<file path="config.mk">
export PLATFORM = sky130hd
export DESIGN_NAME = axil_init
export DESIGN_NICKNAME = d
export VERILOG_FILES = /design/src/rtl/axil_init.sv
export SDC_FILE = /design/constraint.sdc
export NUM_CORES = 1
export LEC_CHECK = 0
export BUFFER_PORTS_ARGS = -buffer_cell sky130_fd_sc_hd__buf_2
export CORE_MARGIN = 3
export CORE_UTILIZATION = 39
export CTS_BUF_LIST = sky130_fd_sc_hd__clkbuf_4 sky130_fd_sc_hd__clkbuf_8
export DETAILED_ROUTE_END_ITERATION = 10
export GPL_ROUTABILITY_DRIVEN = 1
export GPL_TIMING_DRIVEN = 0
export PLACE_DENSITY = 0.74
export SYNTH_ARGS = -nofsm -noshare
export SYNTH_HDL_FRONTEND = slang
export SYNTH_SLANG_ARGS = --single-unit
</file>
<file path="constraint.sdc">
create_clock -name clk -period 4.5 [get_ports clk]
set_input_delay 0.675 -clock clk [delete_from_list [all_inputs] [get_ports clk]]
set_output_delay 0.675 -clock clk [all_outputs]
set_load 0.05 [all_outputs]
</file>
<file path="src/rtl/axil_init.sv">
// AXI4-Lite single-transaction command master: one outstanding read or write.
// Optional handshake timeout is built when AXIL_INIT_TIMEOUT_EN is defined.
module axil_init #(
    parameter int TIMEOUT_CYCLES = 1024
) (
    input  logic        clk,
    input  logic        rst,
    input  logic        cmd_valid,
    output logic        cmd_ready,
    input  logic        cmd_write,
    input  logic [15:0] cmd_addr,
    input  logic [15:0] cmd_data,
    output logic        rsp_valid,
    output logic [15:0] rsp_data,
    output logic [1:0]  rsp_resp,
    output logic        awvalid,
    output logic [15:0] awaddr,
    input  logic        awready,
    output logic        wvalid,
    output logic [15:0] wdata,
    input  logic        wready,
    input  logic        bvalid,
    input  logic [1:0]  bresp,
    output logic        bready,
    output logic        arvalid,
    output logic [15:0] araddr,
    input  logic        arready,
    input  logic        rvalid,
    input  logic [15:0] rdata,
    input  logic [1:0]  rresp,
    output logic        rready
);

    typedef enum logic [2:0] {IDLE, WR_REQ, WR_RESP, RD_REQ, RD_RESP, DONE} state_t;

    state_t      state, state_n;
    logic        cmd_ready_n, rsp_valid_n, awvalid_n, wvalid_n, bready_n, arvalid_n, rready_n;
    logic [15:0] rsp_data_n, awaddr_n, wdata_n, araddr_n;
    logic [1:0]  rsp_resp_n;

`ifdef AXIL_INIT_TIMEOUT_EN
    localparam int CW = $clog2(TIMEOUT_CYCLES + 1);
    logic [CW-1:0] cnt, cnt_n;
    logic          waiting;
    assign waiting = (state == WR_REQ) || (state == WR_RESP) ||
                     (state == RD_REQ) || (state == RD_RESP);
`else
    logic unused_timeout_cfg;
    assign unused_timeout_cfg = (TIMEOUT_CYCLES == 0);
`endif

    always_comb begin
        state_n     = state;
        rsp_valid_n = 1'b0;
        rsp_data_n  = rsp_data;
        rsp_resp_n  = rsp_resp;
        awvalid_n   = awvalid;
        awaddr_n    = awaddr;
        wvalid_n    = wvalid;
        wdata_n     = wdata;
        bready_n    = bready;
        arvalid_n   = arvalid;
        araddr_n    = araddr;
        rready_n    = rready;
        case (state)
            IDLE: if (cmd_valid) begin
                if (cmd_write) begin
                    state_n   = WR_REQ;
                    awvalid_n = 1'b1;
                    wvalid_n  = 1'b1;
                    awaddr_n  = cmd_addr;
                    wdata_n   = cmd_data;
                end else begin
                    state_n   = RD_REQ;
                    arvalid_n = 1'b1;
                    araddr_n  = cmd_addr;
                end
            end
            WR_REQ: begin
                // A dropped valid means that channel already handshook.
                if (awvalid && awready) awvalid_n = 1'b0;
                if (wvalid && wready)   wvalid_n  = 1'b0;
                if ((!awvalid || awready) && (!wvalid || wready)) begin
                    state_n  = WR_RESP;
                    bready_n = 1'b1;
                end
            end
            WR_RESP: if (bvalid) begin
                state_n     = DONE;
                bready_n    = 1'b0;
                rsp_valid_n = 1'b1;
                rsp_data_n  = '0;
                rsp_resp_n  = bresp;
            end
            RD_REQ: if (arready) begin
                state_n   = RD_RESP;
                arvalid_n = 1'b0;
                rready_n  = 1'b1;
            end
            RD_RESP: if (rvalid) begin
                state_n     = DONE;
                rready_n    = 1'b0;
                rsp_valid_n = 1'b1;
                rsp_data_n  = rdata;
                rsp_resp_n  = rresp;
            end
            DONE:    state_n = IDLE;
            default: state_n = IDLE;
        endcase
`ifdef AXIL_INIT_TIMEOUT_EN
        // A completing handshake takes priority over an expiring counter.
        if (waiting && state_n == state && cnt == CW'(TIMEOUT_CYCLES - 1)) begin
            state_n     = DONE;
            awvalid_n   = 1'b0;
            wvalid_n    = 1'b0;
            bready_n    = 1'b0;
            arvalid_n   = 1'b0;
            rready_n    = 1'b0;
            rsp_valid_n = 1'b1;
            rsp_data_n  = '0;
            rsp_resp_n  = 2'b10;
        end
        cnt_n = (waiting && state_n == state) ? cnt + 1'b1 : '0;
`endif
        cmd_ready_n = (state_n == IDLE);
    end

    always_ff @(posedge clk) begin
        if (rst) begin
            state     <= IDLE;
            cmd_ready <= 1'b1;
            rsp_valid <= 1'b0;
            rsp_data  <= '0;
            rsp_resp  <= '0;
            awvalid   <= 1'b0;
            awaddr    <= '0;
            wvalid    <= 1'b0;
            wdata     <= '0;
            bready    <= 1'b0;
            arvalid   <= 1'b0;
            araddr    <= '0;
            rready    <= 1'b0;
`ifdef AXIL_INIT_TIMEOUT_EN
            cnt       <= '0;
`endif
        end else begin
            state     <= state_n;
            cmd_ready <= cmd_ready_n;
            rsp_valid <= rsp_valid_n;
            rsp_data  <= rsp_data_n;
            rsp_resp  <= rsp_resp_n;
            awvalid   <= awvalid_n;
            awaddr    <= awaddr_n;
            wvalid    <= wvalid_n;
            wdata     <= wdata_n;
            bready    <= bready_n;
            arvalid   <= arvalid_n;
            araddr    <= araddr_n;
            rready    <= rready_n;
`ifdef AXIL_INIT_TIMEOUT_EN
            cnt       <= cnt_n;
`endif
        end
    end

endmodule

</file>
==> impl_metrics.json <==
{
  "io_pins": 134,
  "synth_fa_ha_area_share_pct": 0,
  "drt_iter0_drc": 63,
  "htree_levels": 3,
  "synth_top_family_by_area": "simple AND/OR/NAND/NOR gates",
  "grt_pass1_vias": 2651,
  "fin_util_pct": 55.9,
  "yosysTopAreaCellShare_pct": 53.6,
  "synth-simple-area-share_pct": 22.3,
  "synth_area_leaders": "dfxtp_1 54%, nand2_1 13%, a21oi_1 9.5%",
  "reg2reg_slack_ns": 2.83,
  "synthCells": 328,
  "reg2reg_from": "state[2]",
  "post-route-drc-count": 0,
  "portBuffers": 133,
  "place_congestion": 0.757,
  "clock.fmax_mhz": 599,
  "dpl.hpwl_microns": 5610,
  "numCtsBuffers": 9,
  "antenna_found_initial": 0,
  "post-cts-setup-buffers": 0,
  "wl_per_cell_microns": 12.9,
  "status": "finished, final reports clean",
  "grt_first_pass_wirelength_microns": 12200,
  "area_growth_pct": 36.2,
  "worstPathArrival_ns": 1.89,
  "clk_pin_slew_ns": 0.07,
  "hold_viol_final": 0,
  "core-area_sq_um": 6910,
  "vias": 2724,
  "cp_data_required_time_ns": 4.72,
  "ys_seq_area_share_pct": 53.6,
  "p_leak_nw": 1.77,
  "grt.overflow.total": 0,
  "worstSetupStartpoint": "state[2]",
  "rows": 30,
  "drive_above_1_share_pct": 35.8,
  "synth-xor-area-share_pct": 0,
  "routed_wl_microns": 7410,
  "reg2regPathDepth": 5,
  "clock-sinks": 76,
  "hold_buffers": 0,
  "rsz0062_at_grt": "false",
  "finalSetupViolations": 0,
  "postSynthAreaPerCell_sq_um": 8.65,
  "fin_skew_ns": 0.00711,
  "die_w_microns": 91.3,
  "antenna_cells": 0,
  "antenna_left": 0,
  "ir_worst_vdd_v": 0.000216,
  "die_h_microns": 91.3,
  "synth_compound_area_share_pct": 16.1,
  "dr.pass1.iters": 4,
  "synth-seq-cells": 76,
  "worst_slew_pin_slew_ns": 0.517,
  "synth_area_sq_um": 2840,
  "track_usage_pct": 18.2,
  "ctsResizeCount": 0,
  "clockBufferDepth": 2,
  "synth_warnings": 0,
  "insertion_delay_ns": 0.34,
  "synth_nets": 389,
  "cap_violations": 0,
  "synthMuxAreaShare_pct": 1.90,
  "nets": 533,
  "avgViaCountPerCell": 4.75,
  "endpoint": "rsp_resp[1]",
  "finalMaxSlewViolations": 0,
  "finalCriticalPeriod_ns": 1.67,
  "nFillCells": 691,
  "cts_tree": "done",
  "dieArea_sq_um": 8330,
  "fin_crit_sh_pct": 37.1,
  "grt_max_degree": 13,
  "p_per_area_nw_per_um2": 511,
  "start_util_pct": 41.1,
  "finalSetupTns_ns": 0,
  "timing.critical_path.from_type": "flip-flop",
  "end_kind": "flip-flop",
  "reg2reg_to": "rsp_resp[1]",
  "worstPathMaxFanout": 10,
  "yosys.cell_types.count": 32,
  "synth_area_leader_cell": "dfxtp_1",
  "slew_headroom_pct": 65.5,
  "min_path_type": "reg -> reg",
  "cts_root_buffer": "clkbuf_8",
  "crit_type": "reg -> reg"
}
[critical path, stage by stage (launching register included)]
cell and delay, ns:
dfxtp_1 0.31, buf_2 0.22, nor3b_1 0.45, mux2_2 0.39, mux2i_1 0.13, nor2_1 0.05
[sequential cells by signal, indices dropped and copies added (netlist names)]
signal	count
wdata	16
wvalid	1
rsp_resp	2
bready	1
state	3
rsp_data	16
awvalid	1
araddr	16
awaddr	16
arvalid	1
rsp_valid	1
cmd_ready	1
rready	1
[report_power, final]
group	leakage, nW	switching (W)	internal (W)
combinational	1.03	0.000414	0.000182
clock	0.119	0.000238	0.000364
sequential	0.618	0.0000348	0.000741
total	1.77	0.000687	0.00129
[layout by cell type, fill, tap and decap left out, drive strengths merged, types with 2 or more instances in the layout]
cell type and count:
bufinv 2, clkbuf 25, nand3 2, buf 147, mux2 3, nand2b 4
mux2i 2, dfxtp 76, nand2 102, nor3 2, a22oi 16, a21oi 54
nor2 22, nor3b 2, a21o 2, a31oi 2, nor2b 2
[logic make-up (layout without fill, tap and decap cells)]
kind of cell    count (synthesis)  after routing
simple gates                  144            144
compound gates                 77             77
mux                             5              5
flops                          76             76
buf+inv                        26            175
[worst min path at each step]
stage          startpoint        end  depth (start not counted)
2_1_floorplan    state[2]   state[0]                          3
4_1_cts         wdata[14]  wdata[14]                          2
6_report        wdata[14]  wdata[14]                          2
3_3_place_gp    wdata[14]  wdata[14]                          2
3_5_place_dp    araddr[1]  araddr[1]                          2
5_1_grt         wdata[14]  wdata[14]                          2
[synth_stat cells, drive strengths merged]
cell     number
nand3         2
nor2b         2
buf          14
a21o          2
a311o         1
mux2          3
a31oi         2
nor4b         1
nand2b        4
nand3b        1
or3b          1
dfxtp        76
nor2         22
and2          1
nor3b         2
and2b         1
nand2       102
o21ai         1
nor3          2
a22oi        16
a21oi        54
nand4bb       1
clkbuf       12
or4b          1
a211oi        1
and4bb        1
mux2i         2
[through the flow]
stage               area, sq um  worst slack (ns)  total power, W  cells  hold WS [ns]
floorplan                  2840              2.85         0.00124    328         0.655
global placement           3620              2.56         0.00138    557         0.439
detailed placement         3620              2.54         0.00139    557         0.444
CTS                        3860              2.83         0.00199    573         0.455
global route               3860              2.65         0.00207    573         0.468
finish                     3860              2.83         0.00197    573         0.451
[layout make-up]
type	instances	area, sq um	share of cell area [%]
flip-flops and latches	76	1520	39.4
multi-input cells	226	1140	29.6
repair buffers	133	666	17.2
clock buffers	13	173	4.47
plain buffers	26	173	4.47
well taps	96	120	3.11
clock inverters	3	67.6	1.75
[routing by layer]
layer / GRT usage (%) / share of wire [%] / vias to the layer above
met5: 0 / 0 / -
met4: 6.78 / 1.5 / 0
met3: 6.63 / 8.5 / 11
met2: 29.9 / 47 / 101
met1: 21.6 / 43 / 1234
li1: - / - / 1378
(Power assumes the default switching activity.)
